<file path="src/rtl/risc_pipe_pkg.sv">
// Shared pipeline typedefs for the RISC core: payload field encodings and the
// occupancy states of the elastic stage register.
package risc_pipe_pkg;

   typedef enum logic [2:0] {
      MEM_NONE = 3'd0,
      MEM_LB   = 3'd1,
      MEM_LH   = 3'd2,
      MEM_LW   = 3'd3,
      MEM_LBU  = 3'd4,
      MEM_LHU  = 3'd5,
      MEM_SB   = 3'd6,
      MEM_SW   = 3'd7
   } mem_op_e;

   typedef enum logic [1:0] {
      WB_ALU = 2'd0,
      WB_MEM = 2'd1,
      WB_PC4 = 2'd2,
      WB_CSR = 2'd3
   } wb_src_e;

   // Encoding doubles as the held-payload count.
   typedef enum logic [1:0] {
      STG_EMPTY = 2'd0,
      STG_ONE   = 2'd1,
      STG_FULL  = 2'd2
   } stage_state_e;

   function automatic logic [1:0] stage_occupancy(input stage_state_e s);
      case (s)
         STG_ONE:  return 2'd1;
         STG_FULL: return 2'd2;
         default:  return 2'd0;
      endcase
   endfunction

endpackage

</file>
<file path="src/rtl/pipe_stage_reg.sv">
// Two-entry elastic pipeline register (main + skid slot) with registered
// in_ready, flush, and a saturating back-pressure cycle counter.
module pipe_stage_reg
   import risc_pipe_pkg::*;
#(
   parameter int DATA_W      = 32,
   parameter int STALL_CNT_W = 16
) (
   input  logic                   clk,
   input  logic                   nrst,
   input  logic                   in_valid,
   output logic                   in_ready,
   input  logic [DATA_W-1:0]      in_data,
   input  logic                   flush,
   output logic                   out_valid,
   input  logic                   out_ready,
   output logic [DATA_W-1:0]      out_data,
   output logic [1:0]             occupancy,
   output logic [STALL_CNT_W-1:0] stall_cnt
);

   stage_state_e           state_q, state_d;
   logic                   in_ready_q, in_ready_d;
   logic [DATA_W-1:0]      main_q, main_d;
   logic [DATA_W-1:0]      skid_q, skid_d;
   logic [STALL_CNT_W-1:0] stall_cnt_q, stall_cnt_d;
   logic                   accept;
   logic                   drain;

   function automatic logic [STALL_CNT_W-1:0] sat_inc(input logic [STALL_CNT_W-1:0] v);
      if (&v) return v;
      return v + {{(STALL_CNT_W-1){1'b0}}, 1'b1};
   endfunction

   assign out_valid = (state_q != STG_EMPTY);
   assign in_ready  = in_ready_q;
   assign out_data  = main_q;
   assign occupancy = stage_occupancy(state_q);
   assign stall_cnt = stall_cnt_q;
   assign accept    = in_valid & in_ready_q;
   assign drain     = out_valid & out_ready;

   always_comb begin
      state_d     = state_q;
      main_d      = main_q;
      skid_d      = skid_q;
      stall_cnt_d = stall_cnt_q;
      case (state_q)
         STG_EMPTY: begin
            if (accept) begin
               state_d = STG_ONE;
               main_d  = in_data;
            end
         end
         STG_ONE: begin
            if (accept && drain) begin
               main_d = in_data;
            end else if (accept) begin
               state_d = STG_FULL;
               skid_d  = in_data;
            end else if (drain) begin
               state_d = STG_EMPTY;
            end
         end
         STG_FULL: begin
            if (drain) begin
               state_d = STG_ONE;
               main_d  = skid_q;
            end
         end
         default: state_d = STG_EMPTY;
      endcase
      // A redirect discards everything, including a payload accepted this cycle.
      if (flush) begin
         state_d = STG_EMPTY;
         main_d  = main_q;
         skid_d  = skid_q;
      end
      in_ready_d = (state_d != STG_FULL);
      if (out_valid && !out_ready) begin
         stall_cnt_d = sat_inc(stall_cnt_q);
      end
   end

   always_ff @(posedge clk or negedge nrst) begin
      if (!nrst) begin
         state_q     <= STG_EMPTY;
         in_ready_q  <= 1'b0;
         main_q      <= '0;
         skid_q      <= '0;
         stall_cnt_q <= '0;
      end else begin
         state_q     <= state_d;
         in_ready_q  <= in_ready_d;
         main_q      <= main_d;
         skid_q      <= skid_d;
         stall_cnt_q <= stall_cnt_d;
      end
   end

endmodule

</file>
<file path="config.mk">
export PLATFORM = sky130hd
export DESIGN_NAME = pipe_stage_reg
export DESIGN_NICKNAME = d
export VERILOG_FILES = /design/src/rtl/risc_pipe_pkg.sv /design/src/rtl/pipe_stage_reg.sv
export SDC_FILE = /design/constraint.sdc
export NUM_CORES = 1
export LEC_CHECK = 0
export ABC_CLOCK_PERIOD_IN_PS = 5100
export CAP_MARGIN = 20
export CORE_ASPECT_RATIO = 0.9
export CORE_MARGIN = 2
export CORE_UTILIZATION = 44
export DETAILED_ROUTE_END_ITERATION = 7
export GPL_TIMING_DRIVEN = 0
export PLACE_DENSITY = 0.72
export SYNTH_ARGS = -nofsm -noshare
export SYNTH_HDL_FRONTEND = slang
export SYNTH_SLANG_ARGS = --single-unit
</file>
<file path="constraint.sdc">
create_clock -name clk -period 5.1 [get_ports clk]
set_clock_uncertainty 0.2 [all_clocks]
set_input_delay 1.02 -clock clk [delete_from_list [all_inputs] [get_ports clk]]
set_output_delay 1.02 -clock clk [all_outputs]
set_load 0.05 [all_outputs]
</file>
# ---- Word-level counts from Yosys, hierarchy flattened
# Cells that the tools add are included.
dict set report classes {
  add_sub_neg 1
  muxes 15
  n_eq_ne 7
  n_bitwise 4
  reduce_logical 10
}
# cell count
set ops {}
lappend ops {{$mux W32} 3}
lappend ops {{$pmux W32 S3} 1}
lappend ops {{$add A16 B1 Y16 const B} 1}
lappend ops {{$mux W16} 1}
lappend ops {{$reduce_and A16 Y1} 1}
lappend ops {{$mux W2} 6}
lappend ops {{$ne A2 B2 Y1 const B} 5}
lappend ops {{$pmux W2 S3} 1}
lappend ops {{$reduce_and A5 Y1} 1}
lappend ops {{$pmux W2 S2} 1}
lappend ops {{$reduce_and A4 Y1} 1}
lappend ops {{$reduce_bool A3 Y1} 1}
lappend ops {{$and A1 B1 Y1} 2}
lappend ops {{$eq A2 B1 Y1 const B} 1}
lappend ops {{$eq A2 B2 Y1 const B} 1}
lappend ops {{$logic_and A1 B1 Y1} 2}
lappend ops {{$logic_not A2 Y1} 1}
lappend ops {{$mux W1} 2}
lappend ops {{$not A1 Y1} 2}
lappend ops {{$reduce_and A2 Y1} 1}
lappend ops {{$reduce_bool A2 Y1} 1}
lappend ops {{$logic_not A1 Y1} 1}
dict set report totals {
  inputBits 37
  ff_bits 83
  wordCells 42
  out_inout_bits 52
}

# ---- Depth between registers and ports, before layout
dict set report logic_depth {
  ltp_word 8
  depth_mapped 6
  mapped_depth_nobuf 5
}

# ---- Worst setup path after synthesis
# No wires, ideal clock.
dict set report synth_path {
  kind {reg-to-output}
  startpoint {register state_q[1]}
  endpoint {output occupancy[0]}
  path_buffers 1
  path_stages_with_launch 3
  t_arrival_ns 1.193
  required_ns 3.880
  path_slack_ns 2.687
  path_cell_list {dfrtp_1 > buf_6 > nor2b_1}
}
dict set report synth_via {
  elab_chain_len 2
  word_cells_on_any_way 3
  cone_classes {eq/ne: 2; mux: 1}
}
# element line_no
set synth_lines {}
lappend synth_lines {{start: declaration} pipe_stage_reg.sv:22} ;# stage_state_e state_q, state_d;
lappend synth_lines {{start signal: assignment} pipe_stage_reg.sv:93} ;# state_q <= state_d;
lappend synth_lines {{$eq A2 B2 Y1 / $eq A2 B1 Y1 (equally long branches)} risc_pipe_pkg.sv:31} ;# case (s)
lappend synth_lines {{$pmux W2 S2 (*)} risc_pipe_pkg.sv:31}
lappend synth_lines {{end: declaration} pipe_stage_reg.sv:18} ;# output logic [1:0] occupancy,
# Every way passes the cells marked *; elsewhere a longest branch is shown, timed or not.

# ---- Worst setup path in the final report
dict set report layout_path {
  startpoint {register state_q[1]}
  endpoint {output occupancy[1]}
}
# Same word-level chain as after synthesis.

==> results.cfg <==
[outcome]
outcome = finished, final reports clean

[detailed_routing]
wirelength_um = 7340
wl_met2_um = 3450
drc = 0
wl_met3_um = 416
vias_per_cell = 4.98
vias = 2407
met1_length_um = 3420
highest_layer = met4
wl_per_cell_um = 15.2
dr.first_iter.drc_count = 43
firstDrtPassIters = 4
ant_nets = 0

[yosys]
synth_cells = 259
synth_area_sq_mm = 0.00383
synth_nets = 297
synth-seq-cells = 83
synth.distinct_cells = 30
synthAdderAreaFrac_pct = 0.326
synthMuxAreaShare_pct = 31.7
yosysSeqAreaShare_pct = 54.2
synth_compound_area_share_pct = 1.40
synth_xor_area_share_pct = 3.20
avgSynthCellArea_sq_um = 14.8
synth_top_family_by_area = multiplexers
yosysWarnings = 0
synth-simple-area-share_pct = 6.10

[placed_design]
hpwl_um = 5020
place_ws_ns = 2.00
place.gp.congestion = 0.767
io_buffers = 88

[run]
cap_violations = 0

[worst_setup_path]
crit_type = reg2out
cp-start-kind = flip-flop
reg2reg_depth = 5
worstPathArrival_ns = 2.11
cp-end-kind = output port
cp_max_fo = 10
critical_path_required_ns = 3.88

[clock_network]
clk_latency_ns = 0.35
post_cts_buffers = 0
htree_levels = 3
cts_tree = yes
cts_hold_buf = 0
cts-root-buf = clkbuf_8
clockBufferDepth = 2
cts.clk_slew.worst_paths_ns = 0.08
clock_sinks = 83
cts_resized = 0
cts_buffers = 9

[sta]
final_max_slew_viol_count = 0
worst_slack_ns = 1.77
setup_viol_count_final = 0
setup_tns_ns = 0
max_freq_mhz = 300
holdWs_ns = 0.293
relSlewSlack_pct = 63.5
rsz0062_at_grt = false
hold_viol_final = 0
tightest_slew_ns = 0.546
fin_crit_ns = 3.33
fin_crit_sh_pct = 65.3

[global_route]
grt_use_total_pct = 16.3
globalRouteOverflowTotal = 0
grt_max_degree = 48
antenna_found_initial = 0
grt_pass1_wl_um = 11800
grt_pass1_vias = 2470

[layout]
syn2layout_area_growth_pct = 33.6
antennaDiodeCount = 0
drive_above_1_share_pct = 23.9
nets = 397

[power_and_ir_drop]
irDropWorstVdd_mv = 0.252
power-per-cell-area_mw_per_mm2 = 426
leakagePower_nw = 2.27

[floorplan]
initial_core_util_pct = 45.0
die_y_um = 92.6
top_level_ports = 89
core_area_sq_mm = 0.00853
rows = 32
fp.dieW_um = 102
dieArea_sq_mm = 0.00948

[hold_path]
hold_path_depth = 1
min_path_type = reg2reg
==> layer usage <==
| metal | global-route usage (%) | up-vias |
|---|---|---|
| li1 | - | 1124 |
| met1 | 21.6 | 1212 |
| met2 | 25.5 | 67 |
| met3 | 5.51 | 4 |
| met4 | 4.56 | 0 |
| met5 | 0 | - |
==> state kept, by name, summed over array words and instances, names as in the netlist <==
| name | count |
|---|---|
| skid_q | 32 |
| stall_cnt | 16 |
| state_q | 2 |
| in_ready | 1 |
| out_data | 32 |
==> cells in the final DEF, fill, tap and decap left out, types with 2 or more instances in the layout <==
master	netlist	routed
mux2_4	27	27
nor3_1	2	2
mux2_2	25	25
buf_2	3	3
dfrtp_1	83	83
nor2b_1	3	3
clkdlybuf4s50_1	0	87
xor2_1	4	4
xnor2_1	10	10
nor2_1	6	6
and3_1	3	3
bufinv_16	0	2
clkbuf_8	0	10
nand2_1	9	9
nand4_1	8	8
buf_6	9	9
mux2_1	46	46
nand3_1	5	5
nor4_1	2	2
==> stage by stage <==
stage / std cells / power, mW / util [%] / cell area, sq um
floorplan: 259 / 1.40 / - / 3830
global placement: 466 / 1.64 / 57.0 / 4860
detailed placement: 467 / 1.66 / 57.3 / 4890
CTS: 483 / 2.21 / 60.1 / 5120
global route: 483 / 2.29 / 60.1 / 5120
finish: 483 / 2.18 / 60.1 / 5120
==> final timing paths <==
check	startpoint	to	slack, ns
setup / recovery	state_q[1]	occupancy[1]	1.77
max in group asynchronous	nrst	skid_q[22]	3.65
hold reg to reg	skid_q[26]	skid_q[26]	0.29
min in group asynchronous	nrst	skid_q[15]	0.42
setup reg to reg	state_q[1]	out_data[19]	3.14
hold / removal	skid_q[26]	skid_q[26]	0.29
==> cell usage after synthesis (all sizes together) <==
master  instances  share of area (%)
o21ba           1               0.26
xnor2          10                2.3
mux2           98                 31
nand4           9                1.6
nand2          10                1.0
and3b           1               0.23
dfrtp          83                 54
xor2            4               0.91
and3            3               0.49
o21a            1               0.20
inv             1              0.098
nor4            2               0.33
mux2i           1               0.26
o21bai          1               0.29
buf            12                3.0
nor2b           3               0.49
o41a            1               0.29
o21ai           1               0.13
and4            1               0.23
o22a            1               0.23
nor2            6               0.59
or2             1               0.16
ha              1               0.33
nand3           5               0.65
nor3            2               0.26
==> final cells by class <==
cell class | instances | area (sq um)
Buffer | 12 | 116
Timing Repair Buffer | 89 | 906
Clock inverter | 6 | 96.3
Tap cell | 119 | 149
Fill cell | 713 | 3400
Clock buffer | 10 | 138
Inverter | 1 | 3.75
Multi-Input combinational cell | 163 | 1640
Sequential cell | 83 | 2080
==> critical path: stages (launching register included) <==
cell and delay, ns:
dfrtp_1 0.35, buf_6 0.12, nor2b_1 0.15, buf_6 0.16, buf_6 0.17, clkdlybuf4s50_1 0.81
==> power breakdown <==
part / switching (mW) / internal (mW) / total (mW)
logic: 0.404 / 0.325 / 0.729
registers: 0.0984 / 0.812 / 0.910
clock network: 0.246 / 0.295 / 0.541
total: 0.748 / 1.43 / 2.18
==> cells by family (layout without fill, tap and decap cells) <==
logic type	Yosys count	after routing
AO/OA/AOI/OAI	6	6
XOR/XNOR	14	14
adder cells (fa/ha/maj)	1	1
buffers and inverters	13	118
flip-flops	83	83
multiplexers	99	99
AND/OR/NAND/NOR	43	43
(Power assumes the default switching activity.)
